File: config.mk
export PLATFORM = sky130hd
export DESIGN_NAME = sr04_scan_scheduler_flat
export DESIGN_NICKNAME = d
export VERILOG_FILES = /design/src/rtl/sr04_scan_scheduler_if.sv /design/src/rtl/sr04_scan_scheduler.sv /design/src/flat_wrapper.sv
export SDC_FILE = /design/constraint.sdc
export NUM_CORES = 1
export LEC_CHECK = 0
export ABC_AREA = 1
export CAP_MARGIN = 10
export CORE_ASPECT_RATIO = 1.1
export CORE_MARGIN = 5
export CORE_UTILIZATION = 50
export CTS_CLUSTER_DIAMETER = 40
export CTS_CLUSTER_SIZE = 12
export DETAILED_ROUTE_END_ITERATION = 16
export HOLD_SLACK_MARGIN = 0.03
export PLACE_DENSITY = 0.67
export RECOVER_POWER = 25
export SLEW_MARGIN = 20
export SYNTH_ARGS = -nofsm -noshare
export SYNTH_HDL_FRONTEND = slang
export SYNTH_SLANG_ARGS = --single-unit
File: constraint.sdc
create_clock -name clk -period 7.7 [get_ports clk]
set_input_delay 2.31 -clock clk [delete_from_list [all_inputs] [get_ports clk]]
set_output_delay 2.31 -clock clk [all_outputs]
set_load 0.03 [all_outputs]
File: src/rtl/sr04_scan_scheduler_if.sv
// Bundle of control, engine-handshake and read-port signals shared between the
// SR04 scan scheduler (slave side) and whatever hosts it (master side).
// The interface parameters must match the scheduler's N_CH / DIST_W.
interface sr04_scan_scheduler_if #(
    parameter int N_CH   = 4,
    parameter int DIST_W = 9
);
    localparam int SEL_W = $clog2(N_CH);

    // scan control
    logic              en;
    logic [N_CH-1:0]   ch_mask;
    // engine handshake and sensor mux
    logic              start;
    logic [SEL_W-1:0]  sel;
    logic              busy;
    logic              meas_done;
    logic              meas_valid;
    logic [DIST_W-1:0] meas_dist;
    // result read port
    logic [SEL_W-1:0]  rd_ch;
    logic              rd_ack;
    logic [DIST_W-1:0] rd_dist;
    logic              rd_fresh;
    logic              rd_err;
    logic              frame;

    modport master (
        output en, ch_mask, meas_done, meas_valid, meas_dist, rd_ch, rd_ack,
        input  start, sel, busy, rd_dist, rd_fresh, rd_err, frame
    );

    modport slave (
        input  en, ch_mask, meas_done, meas_valid, meas_dist, rd_ch, rd_ack,
        output start, sel, busy, rd_dist, rd_fresh, rd_err, frame
    );
endinterface

File: src/rtl/sr04_scan_scheduler.sv
// Round-robin scheduler sharing one SR04 measurement engine among N_CH sensors.
// Picks the next enabled channel, fires the engine, waits for done or the
// watchdog, then idles for a guard gap so echoes from different sensors never
// overlap. The last result of every channel is kept in a small register file.
module sr04_scan_scheduler #(
    parameter int N_CH      = 4,
    parameter int DIST_W    = 9,
    parameter int GUARD_CYC = 6000000,
    parameter int WDOG_CYC  = 6500000
) (
    input logic                   clk,
    input logic                   rst,
    sr04_scan_scheduler_if.slave  bus
);
    localparam int SEL_W   = $clog2(N_CH);
    localparam int MAX_CYC = (GUARD_CYC > WDOG_CYC) ? GUARD_CYC : WDOG_CYC;
    // Sized so the longer of the two waits never wraps.
    localparam int CNT_W   = $clog2(MAX_CYC + 1);

    typedef enum logic [2:0] {
        ST_IDLE,
        ST_PICK,
        ST_START,
        ST_BUSY,
        ST_GUARD
    } state_t;

    state_t            state_q, state_d;
    logic [SEL_W-1:0]  ptr_q;
    logic [SEL_W-1:0]  sel_q;
    logic [SEL_W-1:0]  pick_ch;
    logic [SEL_W-1:0]  cand;
    logic              found;
    logic [SEL_W-1:0]  top_ch;
    logic [CNT_W-1:0]  wdog_q;
    logic [CNT_W-1:0]  guard_q;
    logic              frame_q;
    logic              scan_go;
    logic              wdog_exp;
    logic              guard_end;
    logic              complete;
    logic [DIST_W-1:0] dist_q [N_CH];
    logic [N_CH-1:0]   fresh_q;
    logic [N_CH-1:0]   err_q;

    assign scan_go   = bus.en && (|bus.ch_mask);
    assign wdog_exp  = (wdog_q == CNT_W'(WDOG_CYC - 1));
    assign guard_end = (guard_q == CNT_W'(GUARD_CYC - 1));

    // Next channel: first mask bit found scanning upward from ptr+1, wrapping.
    always_comb begin
        // NOTE: every signal gets a default before any branch so no latch is inferred.
        pick_ch = ptr_q;
        cand    = ptr_q;
        found   = 1'b0;
        for (int i = 1; i <= N_CH; i++) begin
            cand = SEL_W'((int'(ptr_q) + i) % N_CH);
            if (!found && bus.ch_mask[cand]) begin
                pick_ch = cand;
                found   = 1'b1;
            end
        end
    end

    // Highest enabled channel marks the end of a scan frame.
    always_comb begin
        top_ch = '0;
        for (int i = 0; i < N_CH; i++) begin
            if (bus.ch_mask[i]) top_ch = SEL_W'(i);
        end
    end

    // State register.
    always_ff @(posedge clk or posedge rst) begin
        // NOTE: sequential state uses non-blocking assignments so all flops update together.
        if (rst) state_q <= ST_IDLE;
        else     state_q <= state_d;
    end

    // Next-state logic; complete flags the cycle a measurement ends (done or watchdog).
    always_comb begin
        state_d  = state_q;
        complete = 1'b0;
        case (state_q)
            ST_IDLE:  if (scan_go) state_d = ST_PICK;
            ST_PICK:  state_d = scan_go ? ST_START : ST_IDLE;
            ST_START: state_d = ST_BUSY;
            ST_BUSY: begin
                if (bus.meas_done || wdog_exp) begin
                    complete = 1'b1;
                    state_d  = ST_GUARD;
                end
            end
            ST_GUARD: begin
                if (guard_end) state_d = scan_go ? ST_PICK : ST_IDLE;
            end
            default:  state_d = ST_IDLE;
        endcase
    end

    // Channel pointer and mux select only move in PICK, keeping sel stable through GUARD.
    always_ff @(posedge clk or posedge rst) begin
        if (rst) begin
            ptr_q <= SEL_W'(N_CH - 1);
            sel_q <= '0;
        end else if (state_q == ST_PICK && scan_go) begin
            ptr_q <= pick_ch;
            sel_q <= pick_ch;
        end
    end

    // Watchdog and guard counters, plus the end-of-frame pulse.
    always_ff @(posedge clk or posedge rst) begin
        if (rst) begin
            wdog_q  <= '0;
            guard_q <= '0;
            frame_q <= 1'b0;
        end else begin
            if (state_q == ST_START)                wdog_q <= '0;
            else if (state_q == ST_BUSY && !complete) wdog_q <= wdog_q + 1'b1;

            if (complete)                  guard_q <= '0;
            else if (state_q == ST_GUARD)  guard_q <= guard_q + 1'b1;

            frame_q <= complete && (sel_q == top_ch);
        end
    end

    // Per-channel result storage; engine results are only accepted in BUSY.
    always_ff @(posedge clk or posedge rst) begin
        // NOTE: the result file is reset explicitly because consumers may read it before the first scan.
        if (rst) begin
            for (int i = 0; i < N_CH; i++) dist_q[i] <= '0;
            fresh_q <= '0;
            err_q   <= '0;
        end else begin
            if (bus.rd_ack) fresh_q[bus.rd_ch] <= 1'b0;
            // NOTE: a later non-blocking assignment to the same bit wins, so a fresh write overrides an ack.
            if (state_q == ST_BUSY) begin
                if (bus.meas_done && bus.meas_valid) begin
                    dist_q[sel_q]  <= bus.meas_dist;
                    fresh_q[sel_q] <= 1'b1;
                    err_q[sel_q]   <= 1'b0;
                end else if (bus.meas_done || wdog_exp) begin
                    err_q[sel_q]   <= 1'b1;
                end
            end
        end
    end

    assign bus.start    = (state_q == ST_START);
    assign bus.busy     = (state_q == ST_START) || (state_q == ST_BUSY) || (state_q == ST_GUARD);
    assign bus.sel      = sel_q;
    assign bus.frame    = frame_q;
    assign bus.rd_dist  = dist_q[bus.rd_ch];
    assign bus.rd_fresh = fresh_q[bus.rd_ch];
    assign bus.rd_err   = err_q[bus.rd_ch];
endmodule

File: src/flat_wrapper.sv
// flat-port wrapper written by rule: the top's interface ports become plain ports
module sr04_scan_scheduler_flat 
#(
    parameter int N_CH      = 4,
    parameter int DIST_W    = 9,
    parameter int GUARD_CYC = 6000000,
    parameter int WDOG_CYC  = 6500000
)
  (clk, rst, bus_en, bus_ch_mask, bus_meas_done, bus_meas_valid, bus_meas_dist, bus_rd_ch, bus_rd_ack, bus_start, bus_sel, bus_busy, bus_rd_dist, bus_rd_fresh, bus_rd_err, bus_frame);
  sr04_scan_scheduler_if #(.N_CH(N_CH), .DIST_W(DIST_W)) bus_i ();
  input logic clk;
  input logic rst;
  input wire logic [$bits(bus_i.en)-1:0] bus_en;
  input wire logic [$bits(bus_i.ch_mask)-1:0] bus_ch_mask;
  input wire logic [$bits(bus_i.meas_done)-1:0] bus_meas_done;
  input wire logic [$bits(bus_i.meas_valid)-1:0] bus_meas_valid;
  input wire logic [$bits(bus_i.meas_dist)-1:0] bus_meas_dist;
  input wire logic [$bits(bus_i.rd_ch)-1:0] bus_rd_ch;
  input wire logic [$bits(bus_i.rd_ack)-1:0] bus_rd_ack;
  output wire logic [$bits(bus_i.start)-1:0] bus_start;
  output wire logic [$bits(bus_i.sel)-1:0] bus_sel;
  output wire logic [$bits(bus_i.busy)-1:0] bus_busy;
  output wire logic [$bits(bus_i.rd_dist)-1:0] bus_rd_dist;
  output wire logic [$bits(bus_i.rd_fresh)-1:0] bus_rd_fresh;
  output wire logic [$bits(bus_i.rd_err)-1:0] bus_rd_err;
  output wire logic [$bits(bus_i.frame)-1:0] bus_frame;
  assign bus_i.en = bus_en;
  assign bus_i.ch_mask = bus_ch_mask;
  assign bus_i.meas_done = bus_meas_done;
  assign bus_i.meas_valid = bus_meas_valid;
  assign bus_i.meas_dist = bus_meas_dist;
  assign bus_i.rd_ch = bus_rd_ch;
  assign bus_i.rd_ack = bus_rd_ack;
  assign bus_start = bus_i.start;
  assign bus_sel = bus_i.sel;
  assign bus_busy = bus_i.busy;
  assign bus_rd_dist = bus_i.rd_dist;
  assign bus_rd_fresh = bus_i.rd_fresh;
  assign bus_rd_err = bus_i.rd_err;
  assign bus_frame = bus_i.frame;
  sr04_scan_scheduler #(.N_CH(N_CH), .DIST_W(DIST_W), .GUARD_CYC(GUARD_CYC), .WDOG_CYC(WDOG_CYC)) u_core (.clk(clk), .rst(rst), .bus(bus_i));
endmodule
# Word level (Yosys, flattened, before mapping)
# Index checks and enable logic that the tools add are counted.
[op_classes] muxes=49 n_addsub=6 n_reduce_logical=26 eq_ne=10 n_bitwise=8 magnitude_cmp=11
[ops] cell="$mux W23" n=4
[ops] cell="$add A23 B1 Y23 const B" n=2
[ops] cell="$eq A23 B23 Y1 const B" n=2
[ops] cell="$bwmux W36" n=1
[ops] cell="$mux W9" n=3
[ops] cell="$mux W4" n=5
[ops] cell="$bmux W9 S2" n=1
[ops] cell="$demux W9 S2" n=1
[ops] cell="$lt A2 B3 Y1 const B" n=6
[ops] cell="$mux W1" n=15
[ops] cell="$pmux W3 S5" n=1
[ops] cell="$mux W2" n=7
[ops] cell="$bmux W1 S2" n=6
[ops] cell="$logic_and A1 B1 Y1" n=11
[ops] cell="$mux W3" n=3
[ops] cell="$and A4 B4 Y4" n=2
[ops] cell="$not A4 Y4" n=2
[ops] cell="$or A4 B4 Y4" n=2
[ops] cell="$eq A3 B2 Y1 const B" n=2
[ops] cell="$ge A3 B3 Y1 const B" n=2
[ops] cell="$ne A2 B1 Y1 const B" n=3
[ops] cell="$not A2 Y3" n=2
[ops] cell="$reduce_bool A2 Y1" n=3
[ops] cell="$add A2 B1 Y2 const B" n=2
[ops] cell="other kinds (13)" n=22
[totals] ff_bits=98 input_bits=21 out_inout_bits=16 elab_cells=122

# Depth between registers and ports, before layout
# Gate-level depths: netlist of run 1.
[depth] word_depth=13 ltp_mapped=12 ltp_nobuf=11

# Worst setup path before layout of run 1
# OpenSTA, ideal clock, no wires.
[synth_path] kind="input-to-output" from="in bus_rd_ch[0]" to="out bus_rd_err" path_slack_ns=2.174 path_buffers=1 required_time_ns=5.390 t_arrival_ns=3.216 path_stages=3 path_cell_list="clkbuf_1 > nand2_1 > o221ai_1"
[synth_via] elab_chain_len=2
[synth_rtl] element="from (decl)" line="flat_wrapper.sv:18" text="input wire logic [$bits(bus_i.rd_ch)-1:0] bus_rd_ch;"
[synth_rtl] element="$bmux W1 S2" line="sr04_scan_scheduler.sv:157" text="assign bus.rd_err = err_q[bus.rd_ch];"
[synth_rtl] element="$mux W1 (not written as such)" line="sr04_scan_scheduler.sv:157"
[synth_rtl] element="to (decl)" line="flat_wrapper.sv:25" text="output wire logic [$bits(bus_i.rd_err)-1:0] bus_rd_err;"
# Every way passes these cells. The select of a mux whose other input is x is not followed.

# Worst setup path after layout of run 1
[layout_path] from="in bus_rd_ch[0]" to="out bus_rd_dist[8]"
[layout_via] elab_chain_len=4
[layout_rtl] element="$not A2 Y3 (not written as such)" line="sr04_scan_scheduler.sv:155" text="assign bus.rd_dist = dist_q[bus.rd_ch];"
[layout_rtl] element="$bmux W9 S2" line="sr04_scan_scheduler.sv:155"
[layout_rtl] element="$mux W9 (not written as such) (2 in series)" line="sr04_scan_scheduler.sv:155"
[layout_rtl] element="to (decl)" line="flat_wrapper.sv:23" text="output wire logic [$bits(bus_i.rd_dist)-1:0] bus_rd_dist;"
# Every way passes these cells. The select of a mux whose other input is x is not followed.

==> reports/results.tsv, run 1 <==
stage	metric	value	unit
layout	syn_to_final_growth	11.7	%
logic_synthesis	synth_ff_type	dfrtp_1	
logic_synthesis	seq_area_frac_synth	43.5	%
logic_synthesis	synth_cells	790	
sta	worstMarginPinSlew	1.31	ns
layout	antennaDiodeCount	0	
status	outcome	finished clean	
clock_network	cts.hold.buffers_added	0	
pwr	ir_worst_vdd	0.185	mV
pwr	p_clk_share	23.9	%
layout	final_nets	836	
sta	slew_headroom	12.2	%
clock_network	htreeDepth	3	
die	num_io_pins	37	
clock_network	clockBufferDepth	2	
sta	finalHoldViolCount	0	
global_route	grt_pass1_vias	5044	
worst_setup_path	reg2regPathDepth	10	
sta	max_freq	144	MHz
drt	wl	13600	microns
worst_setup_path	critPathCapture	bus_rd_dist[8]	
logic_synthesis	syn_nets	813	
worst_setup_path	cp.required	5.39	ns
global_route	grt_pass1_wl	23600	microns
die	die_area	0.0135	sq mm
drt	drc	0	
clock_network	cts-root-buf	clkbuf_16	
pwr	p_switching	0.714	mW
logic_synthesis	synth_edf_count	0	
pwr	p_per_area	287	mW/mm^2
place	io_buffer_count	36	
worst_setup_path	cp.arrival	4.64	ns
sta	period_needed	6.95	ns
logic_synthesis	avgSynthCellArea	7.14	sq um
worst_setup_path	crit_fanout	12	
place	placed_cells	949	
die	dieWidth	111	microns
drt	ant_nets	0	
place	hpwl	9740	microns
place	finalWeightedCongestion	0.923	
logic_synthesis	synth_seq_cells	98	
clock_network	cts_tree	done	
sta	period_share	90.3	%
worst_setup_path	rrSetupSlack	4.58	ns
pwr	p_comb_share	32.0	%
place	dp_slack	0.763	ns
sta	tns	0	ns
global_route	grt_max_degree	71	
logic_synthesis	ys_types	37	
worst_setup_path	endpoint_kind	output port	
global_route	antenna_found_initial	0	
sta	fin_ws	0.750	ns
drt	drtIter0Drc	398	
logic_synthesis	syn-cell-area	0.00564	sq mm
place	placed_cell_area	0.00608	sq mm
drt	vias	5155	
sta	finalSetupViolCount	0	
drt	dr.pass1.iters	5	
drt	drt-wirelength-per-cell	14.1	microns
layout	design_area	0.00630	sq mm
die	die_y	121	microns
pwr	swShare	39.4	%
layout	final_cells	965	
layout	final_layout_size_suffix_gt1_share	4.16	%
drt	via_per_inst	5.34	
die	rows	40	
worst_setup_path	worstSetupStartpoint	bus_rd_ch[0]	
worst_setup_path	regToRegEndpoint	u_core.wdog_q[16]$_DFFE_PP0P_	
sta	skew	0.00911	ns
worst_setup_path	start_kind	primary input	
clock_network	clock_latency	0.35	ns
clock_network	clkTransAtPathRegs	0.07	ns
clock_network	cts_resized	0	
flow_run	max-cap-violations	0	
global_route	grt_remaining_overflow	0	
worst_setup_path	rr_startpoint	u_core.wdog_q[0]$_DFFE_PP0P_	
pwr	p_leak	2.93	nW
worst_hold_path	hold_path.class	reg -> reg	
worst_setup_path	criticalPathCategory	in -> out	
logic_synthesis	synth-async-reset-ratio	100	%
die	core_area	0.0110	sq mm
clock_network	clock_sinks	98	
pwr	p_int	1.10	mW
clock_network	post_cts_buffers	0	
sta	grt_setup_unrepaired	no	
sta	drv_slew	0	
global_route	grt_use_total	21.1	%
clock_network	cts-buffers-inserted	9	
logic_synthesis	yosys_warnings	0	
layout	fillers	1065	
die	start_util	51.3	%
pwr	seqPwrFrac	44.1	%
[worst min-delay path by stage]
stage                                 startpoint                      endpoint  cells past startpoint
CTS                 u_core.dist_q[9]$_DFFE_PP0P_  u_core.dist_q[9]$_DFFE_PP0P_                      2
global route        u_core.dist_q[9]$_DFFE_PP0P_  u_core.dist_q[9]$_DFFE_PP0P_                      2
detailed placement  u_core.dist_q[9]$_DFFE_PP0P_  u_core.dist_q[9]$_DFFE_PP0P_                      2
global placement    u_core.dist_q[9]$_DFFE_PP0P_  u_core.dist_q[9]$_DFFE_PP0P_                      2
finish               u_core.fresh_q[0]$_DFF_PP0_   u_core.fresh_q[0]$_DFF_PP0_                      2
floorplan            u_core.fresh_q[1]$_DFF_PP0_   u_core.fresh_q[1]$_DFF_PP0_                      2
[layout make-up]
class | instances | area [sq um] | share of cell area [%]
Timing Repair Buffer | 40 | 390 | 6.19
Sequential cell | 98 | 2450 | 38.9
Tap cell | 147 | 184 | 2.92
Clock inverter | 5 | 37.5 | 0.595
Multi-Input combinational cell | 595 | 2740 | 43.4
Inverter | 69 | 260 | 4.13
Clock buffer | 11 | 243 | 3.85
[cells in the mapped netlist (4+ instances only)]
master	number	area, sq um
nand2_1	248	931
nor2_1	110	413
dfrtp_1	96	2400
nand3_1	94	470
inv_1	66	248
o21ai_0	35	175
nand4_1	19	119
buf_2	12	60.1
a22oi_1	11	82.6
nor3_1	11	55.1
xnor2_1	10	87.6
xor2_1	10	87.6
clkbuf_1	9	33.8
a21oi_1	8	40.0
o21ai_2	8	70.1
clkbuf_2	4	20.0
nor2_2	4	25.0
o21ai_1	4	20.0
[sequential cells by signal, indices dropped and copies added, names as in the netlist, named ones only]
register	count
u_core.wdog_q	23
u_core.ptr_q	2
u_core.fresh_q	4
u_core.state_q	3
u_core.dist_q	36
u_core.bus.sel	2
u_core.bus.frame	1
u_core.guard_q	23
[power by group through the flow]
stage / Combinational, mW / Sequential [mW] / Clock, mW
floorplan: 0.437 / 0.759 / 0
global placement: 0.569 / 0.802 / 0
detailed placement: 0.592 / 0.803 / 0
CTS: 0.596 / 0.796 / 0.442
global route: 0.650 / 0.818 / 0.465
finish: 0.580 / 0.799 / 0.434
[through the flow]
step	hold slack, ns	util (%)	power, mW
4_1_cts	0.491	57.8	1.83
6_report	0.494	57.3	1.81
2_1_floorplan	0.450	-	1.20
3_5_place_dp	0.474	55.2	1.40
3_3_place_gp	0.475	55.2	1.37
5_1_grt	0.510	57.3	1.93
[logic make-up (layout without fill, tap and decap cells)]
kind of cell               Yosys count  after routing  synth area share [%]
xor gates and xnor gates            20             20                  3.10
AOI/OAI and AO/OA                   74             74                  7.96
buffers and inverters               97            125                  7.20
DFF                                 98             98                  43.5
adders and majority gates            2              2                 0.443
and+or+nand+nor                    499            499                  37.8
[critical path, stage by stage]
cell	delay (ns)
clkdlybuf4s50_1	0.62
nor2_1	0.68
a22oi_1	0.20
o211ai_1	0.13
clkdlybuf4s50_1	0.70
[layer usage]
| metal | GRT usage [%] | vias up | share of wire [%] |
|---|---|---|---|
| li1 | - | 2590 | - |
| met1 | 27.1 | 2429 | 46 |
| met2 | 36.5 | 117 | 49 |
| met3 | 2.94 | 19 | 3.0 |
| met4 | 7.68 | 0 | 1.6 |
| met5 | 0 | - | 0 |
[cell usage in the layout (no fill, tap or decap), types with 10 or more instances in the layout]
cell / instances
a22oi_1: 11
clkdlybuf4s50_1: 34
dfrtp_1: 96
inv_1: 66
nand2_1: 250
nand3_1: 95
nand4_1: 19
nor2_1: 111
nor3_1: 11
o21ai_0: 43
xnor2_1: 10
xor2_1: 10
(Power assumes the default switching activity.)
==> run 2: changes to the inputs <==
- CELL_PAD_IN_SITES_DETAIL_PLACEMENT: unset -> 1
- CELL_PAD_IN_SITES_GLOBAL_PLACEMENT: unset -> 2
- CORE_UTILIZATION: 50 -> 37
- PLACE_DENSITY: 0.67 -> 0.83
==> reports/results.tsv, run 2 (same netlist as run 1, synthesis figures left out) <==
stage	metric	value	unit
pwr	ir_worst_vdd	0.127	mV
pwr	p_switching	0.733	mW
worst_setup_path	cp.arrival	4.88	ns
sta	drv_slew	51	
layout	syn_to_final_growth	13.7	%
clock_network	clkTransAtPathRegs	0.07	ns
pwr	p_per_area	287	mW/mm^2
layout	largest_register_ffs	36	
layout	fillers	1906	
sta	period_share	93.4	%
layout	reg_top3	u_core.dist_q: 36 flops, u_core.guard_q: 23 flops, u_core.wdog_q: 23 flops	
global_route	antenna_found_initial	0	
pwr	p_comb_share	32.5	%
clock_network	cts_resized	0	
global_route	grt_pass1_wl	27300	microns
layout	layout_common_cells	249 x nand2_1, 111 x nor2_1, 96 x dfrtp_1	
global_route	grt_max_degree	51	
layout	final_cells	1014	
layout	final_nets	836	
worst_setup_path	crit_fanout	12	
sta	skew	0.00633	ns
clock_network	cts.hold.buffers_added	0	
pwr	seqPwrFrac	43.4	%
pwr	p_leak	2.95	nW
sta	max_freq	139	MHz
clock_network	cts-buffers-inserted	9	
global_route	grt_use_total	18.7	%
global_route	grt_pass1_vias	5572	
drt	ant_nets	0	
die	die_y	140	microns
sta	tns	0	ns
layout	multiInputGateArea	0.00278	sq mm
drt	dr.pass1.iters	4	
die	num_io_pins	37	
sta	worstMarginPinSlew	2.20	ns
sta	grt_setup_unrepaired	no	
worst_setup_path	endpoint_kind	output port	
layout	regArea	0.00245	sq mm
global_route	grt_remaining_overflow	0	
sta	period_needed	7.19	ns
drt	drtIter0Drc	239	
drt	vias	5266	
layout	final_common_cell	nand2_1	
clock_network	clock_sinks	98	
worst_setup_path	critPathBufInv	4	
drt	drc	0	
die	start_util	37.6	%
pwr	swShare	39.7	%
drt	drt-wirelength-per-cell	15.9	microns
die	rows	47	
place	placed_cells	998	
worst_setup_path	crit_chain	clkdlybuf4s50_1 > buf_4 > inv_1 > nor2_1 > a22oi_1 > o211ai_1 > clkdlybuf4s50_1	
layout	final_layout_size_suffix_gt1_share	5.38	%
pwr	p_clk_share	24.1	%
status	violations	max-capacitance violations, max-slew violations	
worst_setup_path	crit_family	buffers and inverters	
worst_setup_path	criticalPathCategory	in -> out	
die	dieWidth	128	microns
sta	finalSetupViolCount	0	
flow_run	max-cap-violations	1	
clock_network	clockBufferDepth	2	
sta	finalHoldViolCount	0	
layout	antennaDiodeCount	0	
die	die_area	0.0178	sq mm
worst_setup_path	cp_slowest_cell	clkdlybuf4s50_1	
clock_network	post_cts_buffers	0	
clock_network	htreeDepth	3	
place	hpwl	11800	microns
worst_hold_path	hold_path.class	reg -> reg	
drt	via_per_inst	5.19	
worst_setup_path	cp.required	5.39	ns
sta	whs	0.496	ns
sta	slew_headroom	-47.6	%
place	dp_slack	0.528	ns
worst_setup_path	critPathMostFrequentCell	clkdlybuf4s50_1	
sta	fin_ws	0.512	ns
worst_setup_path	start_kind	primary input	
die	core_area	0.0150	sq mm
status	outcome	finished, violations left	
clock_network	cts_tree	done	
clock_network	cts-root-buf	clkbuf_16	
place	finalWeightedCongestion	0.820	
layout	top_register	u_core.dist_q	
worst_setup_path	critical-path-max-stage-delay	0.70	ns
place	io_buffer_count	36	
pwr	p_int	1.11	mW
clock_network	clock_latency	0.35	ns
drt	wl	16100	microns
-- run 2: through the flow --
step,area [sq um],power (mW),util (%)
after detailed placement,6140,1.42,40.9
final,6420,1.85,42.8
after global routing,6420,1.97,42.8
after floorplan,5640,1.20,-
after global placement,6140,1.38,40.9
after CTS,6420,1.87,42.8
-- run 2: layout make-up --
type	count	area share, %
Sequential cell	98	38.2
Timing Repair Buffer	40	6.08
Tap cell	196	3.82
Clock buffer	13	4.05
Inverter	69	4.05
Clock inverter	3	0.390
Multi-Input combinational cell	595	43.4
-- run 2: worst paths after layout --
check / start / endpoint / slack [ns] / cells past startpoint
worst min-delay path: u_core.dist_q[6]$_DFFE_PP0P_ / u_core.dist_q[6]$_DFFE_PP0P_ / 0.50 / 2
worst min register to register: u_core.dist_q[6]$_DFFE_PP0P_ / u_core.dist_q[6]$_DFFE_PP0P_ / 0.50 / 2
max in group asynchronous: rst / u_core.wdog_q[16]$_DFFE_PP0P_ / 3.22 / 3
worst max register to register: u_core.wdog_q[0]$_DFFE_PP0P_ / u_core.wdog_q[16]$_DFFE_PP0P_ / 4.77 / 10
worst max-delay path: bus_rd_ch[0] / bus_rd_dist[8] / 0.51 / 7
min in group asynchronous: rst / u_core.dist_q[27]$_DFFE_PP0P_ / 3.00 / 2
-- run 2: per-layer routing --
layer	GRT usage, %	routed length, microns	vias up	share of wire [%]
met5	0	0	-	0
met4	6.65	290	0	1.8
met3	2.61	398	17	2.5
met2	32.6	8240	57	51
met1	23.6	7180	2603	45
li1	-	-	2589	-
-- run 2: power by group through the flow --
stage                     Combinational (mW)  Sequential (mW)  Clock (mW)
after detailed placement               0.611            0.806           0
after floorplan                        0.437            0.759           0
final                                  0.600            0.801       0.444
after CTS                              0.613            0.799       0.457
after global placement                 0.581            0.802           0
after global routing                   0.673            0.817       0.477
-- run 2: worst reg2reg max path, stage by stage (launching register included) --
cell     delay [ns]
dfrtp_1        0.47
ha_1           0.37
inv_2          0.09
nor2_4         0.21
inv_2          0.07
nor2_2         0.09
nand3_2        0.13
nand3_2        0.41
nand2_1        0.64
nand2_1        0.23
o21ai_1        0.08
==> run 3: changes to the inputs <==
- SETUP_SLACK_MARGIN: unset -> 0.05
==> results of run 3 <==
Final layout, timing and power as in run 2 (identical DEF).
==> edit 1 (flow settings as in run 1) <==
Make the reset (`rst`) synchronous in 4 clocked blocks.
--- a/src/rtl/sr04_scan_scheduler.sv
+++ b/src/rtl/sr04_scan_scheduler.sv
@@ -73,3 +73,3 @@
     // State register.
-    always_ff @(posedge clk or posedge rst) begin
+    always_ff @(posedge clk) begin
         // NOTE: sequential state uses non-blocking assignments so all flops update together.
@@ -101,3 +101,3 @@
     // Channel pointer and mux select only move in PICK, keeping sel stable through GUARD.
-    always_ff @(posedge clk or posedge rst) begin
+    always_ff @(posedge clk) begin
         if (rst) begin
@@ -112,3 +112,3 @@
     // Watchdog and guard counters, plus the end-of-frame pulse.
-    always_ff @(posedge clk or posedge rst) begin
+    always_ff @(posedge clk) begin
         if (rst) begin
@@ -129,3 +129,3 @@
     // Per-channel result storage; engine results are only accepted in BUSY.
-    always_ff @(posedge clk or posedge rst) begin
+    always_ff @(posedge clk) begin
         // NOTE: the result file is reset explicitly because consumers may read it before the first scan.
Function: differs if rst is asserted again (counterexample within 4 cycles, from zero or initial values and one cycle with rst high); with rst held inactive, the same outputs for 4 cycles.
==> edit 1 against run 1 <==
  * The run now ends with capacitance limit, slew limit left
  * Worst setup slack worse by 71 ps
  * Final area decreased by 6.7%
  * Routed wire length decreased by 16%
  * Non-clock buffer count fell by 2
  * Synthesized cell count shrank 13%
  * Sequential cell count unchanged
  * Core utilization down 0.16 points
  * Maximum frequency shrank 1.0%
  * Area after synthesis is 8.1% lower
  * Hold slack worse by 24 ps
  * Critical path type unchanged
Power is not compared: it rests on default switching activity, and its combinational part moved more than twofold at a synthesized area within 25%.
==> edit 1: results (changes against run 1) <==
Status:
- The flow ran to the end, but the final reports show violations.
- The checks that failed: capacitance limit, slew limit.

Global routing:
- The number of global-route vias before repair is 4189 (-17%).
- The met2 usage in global routing is 0.325 (-0.0396).
- The first-pass GRT wire length is 19.5 mm (-18%).
- The met3 track utilization from global routing is 0.0417 (+0.0123).
- The global-route met1 utilization came to 0.241 (-0.0302).
- The maximum number of pins on one net before global-route repair is 27 (-62%).
- The overall fraction of global-route tracks in use is 0.192 (-0.0190).

Synth:
- The number of enable-type register cells in the synthesized netlist was 36 (+36).
- The distinct cell type count after synthesis is 39 (+5.4%).
- The number of nets in the synthesized netlist is 708 (-13%).
- The average cell area after synthesis was 7.57 sq um (+6.0%).
- The most used flip-flop cell after synthesis is dfxtp_1.
- The share of async-settable or async-resettable flops after synthesis came to 0 (-1.00).
- The sequential cell area fraction in the yosys report came to 0.448 (+0.0126).
- Counting instances in the post-synthesis netlist gives the leading cell types as nand2_1, nor2_1, nand3_1, dfxtp_1, inv_1.
- In the post-synthesis netlist, the biggest area contributors are dfxtp_1, edfxtp_1, nand2_1.

Worst setup path:
- The slowest stage of the critical path belongs to the cell dlygate4sd3_1.
- The launch point of the worst path is bus_rd_ch[1].
- The largest driver fanout on the critical path is 13 (+1).
- The destination of the critical timing path is bus_rd_err.
- The worst register-to-register path ends at u_core.wdog_q[3].
- The cell depth of the worst flop-to-flop path is 4 (-6).
- The arrival time reported for the critical path endpoint is 4710 ps (+70 ps).
- The cell type group with the largest total delay on the critical path is buffers and inverters.
- The startpoint of the worst-slack reg-to-reg timing path is u_core.state_q[2].
- The reg-to-reg setup timing slack is 4610 ps (+30 ps).

Timing:
- The final max-slew violation count came to 24 (+24).
- The period utilization is 0.912 (+0.00925).
- The worst max-slew margin expressed relative to the limit is -0.920 (-1.04).
- The worst hold margin was 470 ps (-23.9 ps).
- The worst setup skew after layout was 8.50 ps (-0.610 ps).

Placed design:
- The area of placed instances is 0.00562 sq mm (-7.5%).
- The routability congestion estimate from global placement is 0.959 (+3.9%).
- The placed wire-length estimate after detailed placement is 8.45 mm (-13%).
- The placement-stage worst setup slack is 738 ps (-24.9 ps).
- The number of I/O port buffers came to 36 (unchanged).
- The count of placed standard cells including taps is 848 (-11%).

Layout:
- The share of cells above drive strength 1 is 0.0624 (+0.0208).
- The number of nets in the final layout is 739 (-12%).

Power and ir drop:
- Summed over all cells, the static leakage comes to 2.15 nW.

Routing:
- The average via count per standard cell is 5.23 (-2.0%).
- The total vias in the final route is 4521 (-12%).
- The number of detailed-route iterations in the first pass is 6 (+1).
- The detailed-route wire length was 11.4 mm (-16%).
- The routed length on met3 is 591 um (+43%).
- The number of DRC violations after detailed-routing iteration 0 is 293 (-26%).
- The total met2 wirelength after detailed routing is 5.46 mm (-18%).
- The met1 wire length came to 5.11 mm (-19%).

Flow run:
- The max-capacitance violation count is 1 (+1).

Clock tree:
- The clock tree root driver cell is clkbuf_16.
-- edit 1: cell count changes after synthesis, sizes merged, moves of 36 or more --
cell,run 1,this run
nand2,251,201
dfrtp,96,0
edfxtp,0,36
o21ai,47,8
dfxtp,0,62
a21oi,8,51
-- edit 1: power by group through the flow --
stage | clock network, mW | registers [mW] | logic (mW)
6_report | 0.421 | 0.553 | 0.0999
5_1_grt | 0.459 | 0.554 | 0.111
4_1_cts | 0.434 | 0.553 | 0.101
3_5_place_dp | 0 | 0.565 | 0.101
3_3_place_gp | 0 | 0.565 | 0.0990
2_1_floorplan | 0 | 0.563 | 0.0664
-- edit 1: cell type report --
type                    count  area, sq um
fillers                   987         4420
multi-input cells         505         2480
flip-flops and latches     98         2320
repair buffers             38          375
inverters                  64          240
clock buffers               9          225
well taps                 143          179
clock inverters             7         52.6
-- edit 1: kinds of logic after synthesis --
group,synth area share
simple gates,0.354
flops,0.448
buf+inv,0.0707
compound gates,0.0796
xor+xnor,0.0439
fa+ha+maj,0.00482
==> edit 2 (settings of run 1) <==
Made on the original files. `WDOG_CYC` is set to 6500000 in 2 places; all go to 3250000.
--- a/src/rtl/sr04_scan_scheduler.sv
+++ b/src/rtl/sr04_scan_scheduler.sv
@@ -8,3 +8,3 @@
     parameter int GUARD_CYC = 6000000,
-    parameter int WDOG_CYC  = 6500000
+    parameter int WDOG_CYC  = 3250000
 ) (
--- a/src/flat_wrapper.sv
+++ b/src/flat_wrapper.sv
@@ -6,3 +6,3 @@
     parameter int GUARD_CYC = 6000000,
-    parameter int WDOG_CYC  = 6500000
+    parameter int WDOG_CYC  = 3250000
 )
Formal check against the unedited RTL: no difference found for any inputs over 4 cycles, from zero or initial values and one cycle with rst high; that may be too few to reach the edited logic, so the function may still have changed.
==> edit 2 against run 1 <==
  * The run now ends with capacitance limit, slew limit left
  * Routed wire length increased by 0.89%
  * Clock skew fell by 2.6 ps
  * Via count increased by 2.2%
  * Hold slack lost 2.0 ps
  * Die area rose by 1.6%
  * Power rose by 2.1%
  * Final area up 2.4%
  * Sequential cell count unchanged
  * Worst setup slack got worse by 200 ps
  * Synthesized cell count rose by 1.0%
  * Critical path depth up 1
  * Area after synthesis increased by 1.7%
  * Largest power group unchanged
  * Highest routed layer unchanged
==> edit 2: results (changes against run 1) <==
Routing:
- The post-detailed-route count of antenna-violating nets is 0 (unchanged).
- The detail-routed net length per standard cell is 14.0 um (-0.35%).
- The detailed-route wire length is 13.7 mm (+0.89%).
- The average via count per standard cell was 5.39 (+0.98%).
- The number of DRC violations after detailed-routing iteration 0 came to 378 (-5.0%).
- The number of detailed-route iterations in the first pass came to 7 (+2).

Status:
- The run finished, with violations left.
- The checks that failed: capacitance limit, slew limit.

Clock tree:
- The total setup buffers inserted after CTS is 0 (unchanged).
- The clock tree root driver cell is clkbuf_16.
- The register clock-pin slew on the reported worst setup and hold paths is 70 ps (about the same).
- The count of cells resized by post-cts repair is 0 (unchanged).
- The clock insertion delay at the later pin of the skew report came to 350 ps (about the same).
- The number of clock buffers inserted by TritonCTS is 9 (unchanged).
- The maximum count of clock buffers along a single path came to 2 (unchanged).
- The number of H-tree levels is 3 (unchanged).

Flow run:
- The max-capacitance violation count is 1 (+1).

Synth:
- The share of async-settable or async-resettable flops after synthesis came to 1.00 (unchanged).
- In the post-synthesis netlist, the biggest area contributors are dfrtp_1, nand2_1, nand3_1.
- The number of nets in the synthesized netlist is 821 (+0.98%).
- The yosys synthesis warning count was 0 (unchanged).
- In the synthesized netlist, the cells that appear most often are nand2_1, nor2_1, nand3_1, dfrtp_1, inv_1.
- The distinct cell type count after synthesis came to 34 (-8.1%).
- The sequential cell area fraction in the yosys report was 0.428 (-0.00739).
- The average cell area after synthesis is 7.20 sq um (+0.71%).

Timing:
- The worst setup skew after layout is 6.48 ps (-2.63 ps).
- The worst max-slew margin expressed relative to the limit was -0.293 (-0.415).
- The final max-slew violation count is 46 (+46).

Layout:
- The largest registers in the layout are u_core.dist_q (36), u_core.guard_q (23), u_core.wdog_q (23).
- The share of cells above drive strength 1 was 0.0605 (+0.0189).
- Ranked by flip-flop count, first place goes to u_core.dist_q.
- The number of nets in the final layout is 846 (+1.2%).
- The count of inserted antenna diode cells was 0 (unchanged).

Placed design:
- The number of I/O port buffers is 36 (unchanged).
- The placement-stage worst setup slack came to 584 ps (-178 ps).
- The count of placed standard cells including taps came to 962 (+1.4%).
- The placed wire-length estimate after detailed placement was 9.83 mm (+0.89%).
- The routability congestion estimate from global placement came to 0.890 (-3.6%).
- The area of placed instances is 0.00616 sq mm (+1.4%).

Global routing:
- The number of antenna violations at the first check in global routing was 0 (unchanged).
- The maximum number of pins on one net before global-route repair is 55 (-23%).
- The first-pass GRT wire length is 24.1 mm (+2.1%).
- The number of global-route vias before repair was 5298 (+5.0%).
- The overall fraction of global-route tracks in use was 0.212 (+0.00121).

Worst setup path:
- The largest driver fanout on the critical path came to 13 (+1).
- The cell depth of the worst flop-to-flop path is 8 (-2).
- The arrival time reported for the critical path endpoint is 4840 ps (+200 ps).

Hold path:
- In this run the worst hold path is classified as flop to flop.
- The number of instances on the worst hold path came to 2 (unchanged).

Power and ir drop:
- The leakage power is 2.98 nW (+1.6%).
- The net switching power came to 698 uW (-2.3%).
- The peak supply drop is 172 uV (-6.8%).
edit 2: worst paths after layout:
kind	from	end	slack (ps)
max	bus_rd_ch[1]	bus_rd_dist[8]	550
min	u_core.dist_q[10]	u_core.dist_q[10]	490
max reg2reg	u_core.wdog_q[0]	u_core.wdog_q[16]	5240
min reg2reg	u_core.dist_q[10]	u_core.dist_q[10]	490
max in group asynchronous	rst	u_core.wdog_q[17]	3360
min in group asynchronous	rst	u_core.dist_q[7]	2910
edit 2: logic make-up (layout without fill, tap and decap cells):
kind of cell / Yosys count / after routing / share of synthesized area
buf+inv: 95 / 124 / 0.0728
xor+xnor: 25 / 25 / 0.0381
fa+ha+maj: 2 / 2 / 0.00436
compound gates: 69 / 69 / 0.0737
flops: 98 / 98 / 0.428
simple gates: 509 / 509 / 0.384
edit 2: per-layer routing:
metal,wire [um],vias up,GRT usage,share of wire
met2,6720,122,0.370,0.49
met3,528,29,0.0375,0.039
met5,0,-,0,0
met4,285,0,0.0879,0.021
li1,-,2612,-,-
met1,6170,2507,0.261,0.45
edit 2: final cells by class:
cell class                      instances  area (sq um)
Fill cell                            1068          4880
Multi-Input combinational cell        605          2840
Sequential cell                        98          2450
Timing Repair Buffer                   40           390
Inverter                               69           260
Clock buffer                           10           239
Tap cell                              150           188
Clock inverter                          5          86.3
edit 2: power by group through the flow:
stage                     Combinational, mW  Clock [mW]  Sequential [mW]
after floorplan                       0.446           0            0.748
after global placement                0.566           0            0.784
after detailed placement              0.590           0            0.783
after CTS                             0.591       0.507            0.774
after global routing                  0.652       0.529            0.794
final                                 0.579       0.496            0.776
edit 2: worst max-delay path, stage by stage:
cell	delay (ps)
clkdlybuf4s50_1	590
buf_4	280
nor2_1	610
a22oi_1	220
o211ai_1	140
clkdlybuf4s50_1	700
